<file path="config.mk">
export PLATFORM = sky130hd
export DESIGN_NAME = digit_serial_adder_flat
export DESIGN_NICKNAME = d
export VERILOG_FILES = /design/src/rtl/digit_pkg.sv /design/src/rtl/digit_serial_adder_if.sv /design/src/rtl/bcd_digit_add.sv /design/src/rtl/digit_serial_adder.sv /design/src/flat_wrapper.sv
export SDC_FILE = /design/constraint.sdc
export NUM_CORES = 1
export LEC_CHECK = 0
export CORE_ASPECT_RATIO = 0.7
export CORE_MARGIN = 2
export CORE_UTILIZATION = 23
export DETAILED_ROUTE_END_ITERATION = 16
export MAX_ROUTING_LAYER = met4
export REMOVE_ABC_BUFFERS = 1
export SLEW_MARGIN = 20
export SYNTH_ARGS = -nofsm -noshare
export SYNTH_HDL_FRONTEND = slang
export SYNTH_HIERARCHICAL = 1
export SYNTH_SLANG_ARGS = --single-unit
</file>
<file path="constraint.sdc">
create_clock -name clk -period 2.2 [get_ports clk]
set_input_delay 0.55 -clock clk [delete_from_list [all_inputs] [get_ports clk]]
set_output_delay 0.55 -clock clk [all_outputs]
set_load 0.005 [all_outputs]
</file>
<file path="src/rtl/digit_pkg.sv">
// Shared constants and types for the digit-serial adder/subtractor.
//   DIG_W   : digit width in bits
//   BCD_MAX : largest legal BCD digit
//   BCD_ADJ : decimal adjust added when a BCD digit sum exceeds BCD_MAX
//   state_e : control FSM states
package digit_pkg;

    localparam int unsigned DIG_W   = 4;
    localparam int unsigned BCD_MAX = 9;
    localparam int unsigned BCD_ADJ = 6;

    typedef enum logic [1:0] {
        IDLE = 2'd0,
        RUN  = 2'd1,
        DONE = 2'd2
    } state_e;

endpackage

</file>
<file path="src/rtl/digit_serial_adder_if.sv">
// Digit-stream bundle between the operand source and the digit-serial adder.
//   start/bcd_mode/sub : operation request and mode, sampled with start
//   a_dig/b_dig/dig_valid : operand digit stream, least-significant first
//   busy : adder accepts digits
//   s_dig/s_valid : sum digit stream
//   carry_out/done/bcd_err : completion status
interface digit_serial_adder_if;
    import digit_pkg::*;

    logic             start;
    logic             bcd_mode;
    logic             sub;
    logic [DIG_W-1:0] a_dig;
    logic [DIG_W-1:0] b_dig;
    logic             dig_valid;
    logic             busy;
    logic [DIG_W-1:0] s_dig;
    logic             s_valid;
    logic             carry_out;
    logic             done;
    logic             bcd_err;

    modport master (
        output start, bcd_mode, sub, a_dig, b_dig, dig_valid,
        input  busy, s_dig, s_valid, carry_out, done, bcd_err
    );

    modport slave (
        input  start, bcd_mode, sub, a_dig, b_dig, dig_valid,
        output busy, s_dig, s_valid, carry_out, done, bcd_err
    );

endinterface

</file>
<file path="src/rtl/bcd_digit_add.sv">
// Combinational single-digit adder, radix 16 or radix 10.
//   a_i, b_i    : operand digits
//   c_in_i      : incoming carry
//   bcd_mode_i  : 1 = decimal-adjust the sum
//   s_c         : sum digit
//   c_out_c     : outgoing carry
//   err_c       : BCD mode and an operand digit above 9
module bcd_digit_add
    import digit_pkg::*;
(
    input  logic [DIG_W-1:0] a_i,
    input  logic [DIG_W-1:0] b_i,
    input  logic             c_in_i,
    input  logic             bcd_mode_i,
    output logic [DIG_W-1:0] s_c,
    output logic             c_out_c,
    output logic             err_c
);

    localparam int unsigned T_W = DIG_W + 1;

    logic [T_W-1:0]   t;
    logic [DIG_W-1:0] t_adj;

    // Low bits of t + 6 only depend on the low bits of t.
    assign t     = T_W'(a_i) + T_W'(b_i) + T_W'(c_in_i);
    assign t_adj = t[DIG_W-1:0] + DIG_W'(BCD_ADJ);

    always_comb begin
        s_c     = t[DIG_W-1:0];
        c_out_c = t[DIG_W];
        err_c   = bcd_mode_i && ((a_i > DIG_W'(BCD_MAX)) || (b_i > DIG_W'(BCD_MAX)));
        if (bcd_mode_i) begin
            if (t > T_W'(BCD_MAX)) begin
                s_c     = t_adj;
                c_out_c = 1'b1;
            end else begin
                c_out_c = 1'b0;
            end
        end
    end

endmodule

</file>
<file path="src/rtl/digit_serial_adder.sv">
// Digit-serial NDIG-digit adder/subtractor, binary or BCD, LSD first.
//   clk, rst_n : clock, asynchronous active-low reset
//   bus        : slave side of the digit stream bundle (see interface)
// For subtraction B arrives pre-complemented; seeding the carry with sub
// turns the 9's/15's complement into a 10's/16's complement.
module digit_serial_adder
    import digit_pkg::*;
#(
    parameter int unsigned NDIG = 8
) (
    input  logic                 clk,
    input  logic                 rst_n,
    digit_serial_adder_if.slave  bus
);

    localparam int unsigned CNT_W = (NDIG > 1) ? $clog2(NDIG) : 1;

    state_e             state_q, state_d;
    logic [CNT_W-1:0]   cnt_q, cnt_d;
    logic               carry_q, carry_d;
    logic               bcd_q, bcd_d;
    logic [DIG_W-1:0]   s_dig_q, s_dig_d;
    logic               s_valid_q, s_valid_d;
    logic               carry_out_q, carry_out_d;
    logic               done_q, done_d;
    logic               busy_q, busy_d;
    logic               bcd_err_q, bcd_err_d;

    logic [DIG_W-1:0]   sum_c;
    logic               c_out_c;
    logic               err_c;

    bcd_digit_add u_add (
        .a_i        (bus.a_dig),
        .b_i        (bus.b_dig),
        .c_in_i     (carry_q),
        .bcd_mode_i (bcd_q),
        .s_c        (sum_c),
        .c_out_c    (c_out_c),
        .err_c      (err_c)
    );

    // State and output registers
    always_ff @(posedge clk or negedge rst_n) begin
        if (!rst_n) begin
            state_q     <= IDLE;
            cnt_q       <= '0;
            carry_q     <= 1'b0;
            bcd_q       <= 1'b0;
            s_dig_q     <= '0;
            s_valid_q   <= 1'b0;
            carry_out_q <= 1'b0;
            done_q      <= 1'b0;
            busy_q      <= 1'b0;
            bcd_err_q   <= 1'b0;
        end else begin
            state_q     <= state_d;
            cnt_q       <= cnt_d;
            carry_q     <= carry_d;
            bcd_q       <= bcd_d;
            s_dig_q     <= s_dig_d;
            s_valid_q   <= s_valid_d;
            carry_out_q <= carry_out_d;
            done_q      <= done_d;
            busy_q      <= busy_d;
            bcd_err_q   <= bcd_err_d;
        end
    end

    // Next-state and next-output logic
    always_comb begin
        state_d     = state_q;
        cnt_d       = cnt_q;
        carry_d     = carry_q;
        bcd_d       = bcd_q;
        s_dig_d     = s_dig_q;
        s_valid_d   = 1'b0;
        carry_out_d = carry_out_q;
        bcd_err_d   = bcd_err_q;

        case (state_q)
            IDLE, DONE: begin
                if (bus.start) begin
                    state_d   = RUN;
                    bcd_d     = bus.bcd_mode;
                    carry_d   = bus.sub;
                    cnt_d     = '0;
                    bcd_err_d = 1'b0;
                end else begin
                    state_d   = IDLE;
                end
            end
            RUN: begin
                if (bus.dig_valid) begin
                    s_dig_d   = sum_c;
                    s_valid_d = 1'b1;
                    carry_d   = c_out_c;
                    bcd_err_d = bcd_err_q | err_c;
                    if (cnt_q == CNT_W'(NDIG - 1)) begin
                        state_d     = DONE;
                        carry_out_d = c_out_c;
                        cnt_d       = '0;
                    end else begin
                        cnt_d       = cnt_q + CNT_W'(1);
                    end
                end
            end
            default: state_d = IDLE;
        endcase

        busy_d = (state_d == RUN);
        done_d = (state_d == DONE);
    end

    assign bus.busy      = busy_q;
    assign bus.s_dig     = s_dig_q;
    assign bus.s_valid   = s_valid_q;
    assign bus.carry_out = carry_out_q;
    assign bus.done      = done_q;
    assign bus.bcd_err   = bcd_err_q;

endmodule

</file>
<file path="src/flat_wrapper.sv">
// flat-port wrapper written by rule: the top's interface ports become plain ports
module digit_serial_adder_flat import digit_pkg::*;
#(
    parameter int unsigned NDIG = 8
)
  (clk, rst_n, bus_start, bus_bcd_mode, bus_sub, bus_a_dig, bus_b_dig, bus_dig_valid, bus_busy, bus_s_dig, bus_s_valid, bus_carry_out, bus_done, bus_bcd_err);
  digit_serial_adder_if bus_i ();
  input  logic clk;
  input  logic rst_n;
  input wire logic [$bits(bus_i.start)-1:0] bus_start;
  input wire logic [$bits(bus_i.bcd_mode)-1:0] bus_bcd_mode;
  input wire logic [$bits(bus_i.sub)-1:0] bus_sub;
  input wire logic [$bits(bus_i.a_dig)-1:0] bus_a_dig;
  input wire logic [$bits(bus_i.b_dig)-1:0] bus_b_dig;
  input wire logic [$bits(bus_i.dig_valid)-1:0] bus_dig_valid;
  output wire logic [$bits(bus_i.busy)-1:0] bus_busy;
  output wire logic [$bits(bus_i.s_dig)-1:0] bus_s_dig;
  output wire logic [$bits(bus_i.s_valid)-1:0] bus_s_valid;
  output wire logic [$bits(bus_i.carry_out)-1:0] bus_carry_out;
  output wire logic [$bits(bus_i.done)-1:0] bus_done;
  output wire logic [$bits(bus_i.bcd_err)-1:0] bus_bcd_err;
  assign bus_i.start = bus_start;
  assign bus_i.bcd_mode = bus_bcd_mode;
  assign bus_i.sub = bus_sub;
  assign bus_i.a_dig = bus_a_dig;
  assign bus_i.b_dig = bus_b_dig;
  assign bus_i.dig_valid = bus_dig_valid;
  assign bus_busy = bus_i.busy;
  assign bus_s_dig = bus_i.s_dig;
  assign bus_s_valid = bus_i.s_valid;
  assign bus_carry_out = bus_i.carry_out;
  assign bus_done = bus_i.done;
  assign bus_bcd_err = bus_i.bcd_err;
  digit_serial_adder #(.NDIG(NDIG)) u_core (.clk(clk), .rst_n(rst_n), .bus(bus_i));
endmodule
</file>
# [Yosys cells after proc, flatten, opt, wreduce, memory -nomap -nowiden]
# Cells that the tools add are included.
[op_classes] n_reduce_logical=9 bitwise=1 eq_ne=7 addsub=4 mux=20 order_cmp=3
[op_table] cell="two-way mux 1 bit" count=9
[op_table] cell="two-way mux 3 bit" count=3
[op_table] cell="greater-than comparator 4 bit (second input constant)" count=2
[op_table] cell="two-way mux 4 bit" count=2
[op_table] cell="one-hot mux 3 bit (2 select lines)" count=1
[op_table] cell="AND reduction 3 bit" count=2
[op_table] cell="adder 4 x 4 -> 5 bit" count=1
[op_table] cell="adder 5 x 1 -> 5 bit" count=1
[op_table] cell="greater-than comparator 5 x 4 -> 1 bit (second input constant)" count=1
[op_table] cell="adder 4 x 3 -> 4 bit (second input constant)" count=1
[op_table] cell="== test 2 x 1 -> 1 bit (second input constant)" count=2
[op_table] cell="== test 2 bit (second input constant)" count=2
[op_table] cell="two-way mux 2 bit" count=2
[op_table] cell="inequality test 2 bit (second input constant)" count=2
[op_table] cell="one-hot mux 1 bit (2 select lines)" count=2
[op_table] cell="one-hot mux 2 bit (2 select lines)" count=1
[op_table] cell="AND reduction 2 bit" count=2
[op_table] cell="adder 3 x 1 -> 3 bit (second input constant)" count=1
[op_table] cell="== test 3 bit (second input constant)" count=1
[op_table] cell="logical NOT 2 bit" count=1
[op_table] cell="nonzero test 2 bit" count=1
[op_table] cell="OR reduction 2 bit" count=1
[op_table] cell="logical AND 1 bit" count=1
[op_table] cell="logical OR 1 bit" count=1
[op_table] cell="bitwise OR 1 bit" count=1
[totals] word_cells=54 out_inout_bits=9 register_bits=16

# [Longest topological paths before layout]
[depth] depth_word=7 mapped_depth=10 ltp_nobuf=10

# [Modules after synthesis]
# Netlist, hierarchy kept.
[by_module_without_submodules] mod="digit_serial_adder" area_each_um2=676.9 cells_each=59 instances=1 seq_area_each_um2=400.4
[by_module_without_submodules] mod="bcd_digit_add" area_each_um2=240.2 cells_each=30 instances=1 seq_area_each_um2=0.0

# [Least setup slack after synthesis]
# Ideal clock, no wire load.
[synth_timing] path_kind="input-to-reg" start="input port bus_a_dig[0]" end="register u_core.carry_out_q, in the netlist u_core/bus.carry_out" t_required_ns=2.075 arrival_time_ns=2.487 path_buffers=0 path_slack_ns=-0.412 path_stages=7 setup_time_ns=0.125 path_cell_list="fa_1 -> fa_1 -> xnor2_1 -> ha_1 -> a311oi_2 -> a211o_2 -> mux2_4"
[synth_between] elab_chain_cells=5
[synth_lines] item="from (decl)" line_no="flat_wrapper.sv:13" source="input wire logic [$bits(bus_i.a_dig)-1:0] bus_a_dig;"
[synth_lines] item="adder 4 x 4 -> 5 bit *" line_no="bcd_digit_add.sv:26" source="assign t = T_W'(a_i) + T_W'(b_i) + T_W'(c_in_i);"
[synth_lines] item="adder 5 x 1 -> 5 bit *" line_no="bcd_digit_add.sv:26"
[synth_lines] item="greater-than comparator 5 x 4 -> 1 bit" line_no="bcd_digit_add.sv:34" source="if (t > T_W'(BCD_MAX)) begin"
[synth_lines] item="two-way mux 1 bit" line_no="bcd_digit_add.sv:34"
[synth_lines] item="two-way mux 1 bit *" line_no="bcd_digit_add.sv:33" source="if (bcd_mode_i) begin"
[synth_lines] item="via u_core.c_out_c" line_no="digit_serial_adder.sv:30" source="logic c_out_c;"
[synth_lines] item="to (signal assigned)" line_no="digit_serial_adder.sv:63" source="carry_out_q <= carry_out_d;"
[synth_lines] item="to (decl)" line_no="digit_serial_adder.sv:24" source="logic carry_out_q, carry_out_d;"
# The timed path passes the listed nets; every way through them passes the cells marked *.
# A chain may end at the register's enable or synchronous reset.

# [Worst setup path in the final report]
# Ends and elaborated chain as after synthesis.

==> impl_metrics.ini <==
[status]
status = finished with violations
violations = setup timing

[clocking]
clock_sinks = 16
numCtsBuffers = 3
clk_latency_ns = 0.25
root_buffer = clkbuf_8
cts_tree = done
clkTransAtPathRegs_ns = 0.06
htree_levels = 1
cts_max_path_buffers = 2

[grt]
grt_max_degree = 17
grt_pass1_vias = 791
grt_pass1_wl_um = 3340
grt_antenna_before_repair = 0
grt-ovfl-total = 0
grt_usage_pct = 9.93

[worst_setup_path]
crit_chain = buf_6 > fa_2 > fa_2 > xnor2_4 > buf_6 > a311oi_4 > a211o_2 > mux2_4
critPathMaxStageDelay_ns = 0.40
crit_type = primary input to flop
required_ns = 2.33
worstPathBufferInverterCount = 2
slowest_stage = fa_2
cp_top_family = adder cells
startpoint_type = primary input
cp.arrival_ns = 2.50
endpoint_kind = flop
critPathMaxFanout = 3

[routing]
vias = 733
drc = 0
drt-wirelength-per-cell_um = 11.0
drt_wl_total_um = 1920
vias_per_cell = 4.21
firstDrtPassIters = 6
drtAntennaViolNets = 0
drt-initial-drc-count = 37

[floorplanning]
die-height_um = 56.8
core-area_um2 = 3870
start_util_pct = 23.7
row_count = 19
dieWidth_um = 79.5
ios = 23
die-area_um2 = 4520

[yosys]
synth_xor_area_share_pct = 2.86
ys_ff_latch = 16
yosys_warnings = 6
synth-compound-area-share_pct = 14.1
synth.top_cell.area_share_pct = 43.7
ys_async_sr_fraction_pct = 100
netlist-cell-type-count = 31
synth.area.top_cells = dfrtp_1, nand2_1, ha_1
ys_seq_area_share_pct = 43.7
synthSimpleGateAreaFrac_pct = 17.7
post_synth_inst_count = 89
synth_fa_ha_area_share_pct = 12.6
synth_flop_cell = dfrtp_1
synth_top_family_by_area = simple AND/OR/NAND/NOR gates
yosys.area.top_type = dfrtp_1
synth-edff-count = 0
synth.area.mux_share_pct = 5.18
syn_area_per_cell_um2 = 10.3
synth_area_um2 = 917

[power]
p_int_uw = 1010
seqPwrFrac_pct = 33.3
power.density_nw_per_um2 = 1120
leakage_uw = 0.000625
power_frac_comb_pct = 50.0
switching_share_pct = 33.9
power_frac_clock_pct = 16.8
net-switching-power_uw = 516
max-vdd-ir-drop_v = 0.000395

[layout]
final_util_pct = 35.1
drive_above_1_share_pct = 23.0
nets = 145
layout_commonest_cell = nand2_1
final_cell_mix = nand2_1, clkdlybuf4s50_1, dfrtp_1
antenna_cells = 0
syn2layout_area_growth_pct = 48.2

[sta]
hold-worst-slack_ns = 0.476
period_minus_slack_ns = 2.36
worst_pin_slew_ns = 0.509
hold_viol = 0
fin_ws_ns = -0.162
min_period_over_period_pct = 107
fin_skew_ns = 0.00313
slew_violations = 0
rsz0062_at_grt = yes
slew_headroom_pct = 65.8
fmax_mhz = 423
setup_viol = 5

[placement]
dp_slack_ns = -0.921
gp_congestion = 0.796
dp_hpwl_um = 1550
port-buffer-count = 22

[job]
drv_cap = 0

[min_path]
hold_class = flop to flop
==> synth_stat cells, types with 2 or more instances <==
library cell  count
nand2_1          22
inv_1             5
nand3_1           2
o211ai_1          2
o21ai_0           4
fa_1              2
xnor2_1           3
a21oi_1           3
nor2_1            3
ha_1              6
dfrtp_1          16
a22o_1            2
==> per-stage QoR <==
stage	instances	instance area, um^2	total power [uW]	setup TNS [ns]
finish	174	1360	1520	-0.694
global route	174	1360	1640	-1.07
CTS	174	1330	1520	-1.03
detailed placement	169	1240	1190	-4.49
global placement	169	1240	1170	-4.21
floorplan	88	906	885	-1.62
==> sequential cells by signal, summed over array words and instances (netlist names) <==
register,flops
u_core/bus.s_valid,1
u_core/bus.bcd_err,1
u_core/cnt_q,3
u_core/carry_q,1
u_core/bus.carry_out,1
u_core/bcd_q,1
u_core/bus.busy,1
u_core/bus.done,1
u_core/state_q,2
u_core/bus.s_dig,4
==> tightest hold or removal path: stages (launching register included) <==
cell	delay (ns)
dfrtp_1	0.34
nand2_1	0.05
nand2_1	0.05
==> cells by family after synthesis <==
logic type	after synthesis
AOI/OAI and AO/OA	18
xor gates and xnor gates	3
adders and majority gates	8
buffers and inverters	7
DFF	16
muxes	4
and+or+nand+nor	33
==> path summary, 6_finish.rpt <==
check	start	to	slack [ns]	depth (start not counted)
min in group asynchronous	rst_n	u_core/cnt_q[1]	0.61	2
worst min-delay path	u_core/bus.s_dig[3]	u_core/bus.s_dig[3]	0.48	2
worst min register to register	u_core/bus.s_dig[3]	u_core/bus.s_dig[3]	0.48	2
worst max register to register	u_core/carry_q	u_core/bus.carry_out	-0.12	7
worst max-delay path	bus_a_dig[0]	u_core/bus.carry_out	-0.16	8
max in group asynchronous	rst_n	u_core/bus.carry_out	1.42	2
==> what timing repair did <==
item | in CTS | in global routing
pin swaps | 9 | 7
gates cloned | 0 | 0
setup buffers | 1 | 0
resized for setup | 17 | 5
setup endpoints to repair | 5 | 5
hold buffers | 0 | 0
==> final cells by class <==
type | count | area (um^2)
fillers | 392 | 2520
inverters | 6 | 25.0
well taps | 52 | 65.1
clock buffers | 4 | 55.1
flip-flops and latches | 16 | 400
repair buffers | 30 | 285
multi-input cells | 66 | 528
==> layer usage <==
| layer | track usage, % | part of all wire, % |
|---|---|---|
| met5 | - | 0 |
| met2 | 16.6 | 50 |
| met1 | 11.6 | 46 |
| met4 | 2.96 | 0.42 |
| met3 | 2.89 | 3.8 |
==> power by group through the flow <==
| stage | sequential (uW) | clock (uW) | combinational [uW] |
|---|---|---|---|
| floorplan | 500 | 0 | 385 |
| CTS | 509 | 267 | 745 |
| finish | 507 | 256 | 761 |
| global placement | 507 | 0 | 662 |
| global route | 525 | 278 | 841 |
| detailed placement | 509 | 0 | 677 |
Power figures use the tool's default switching activity.
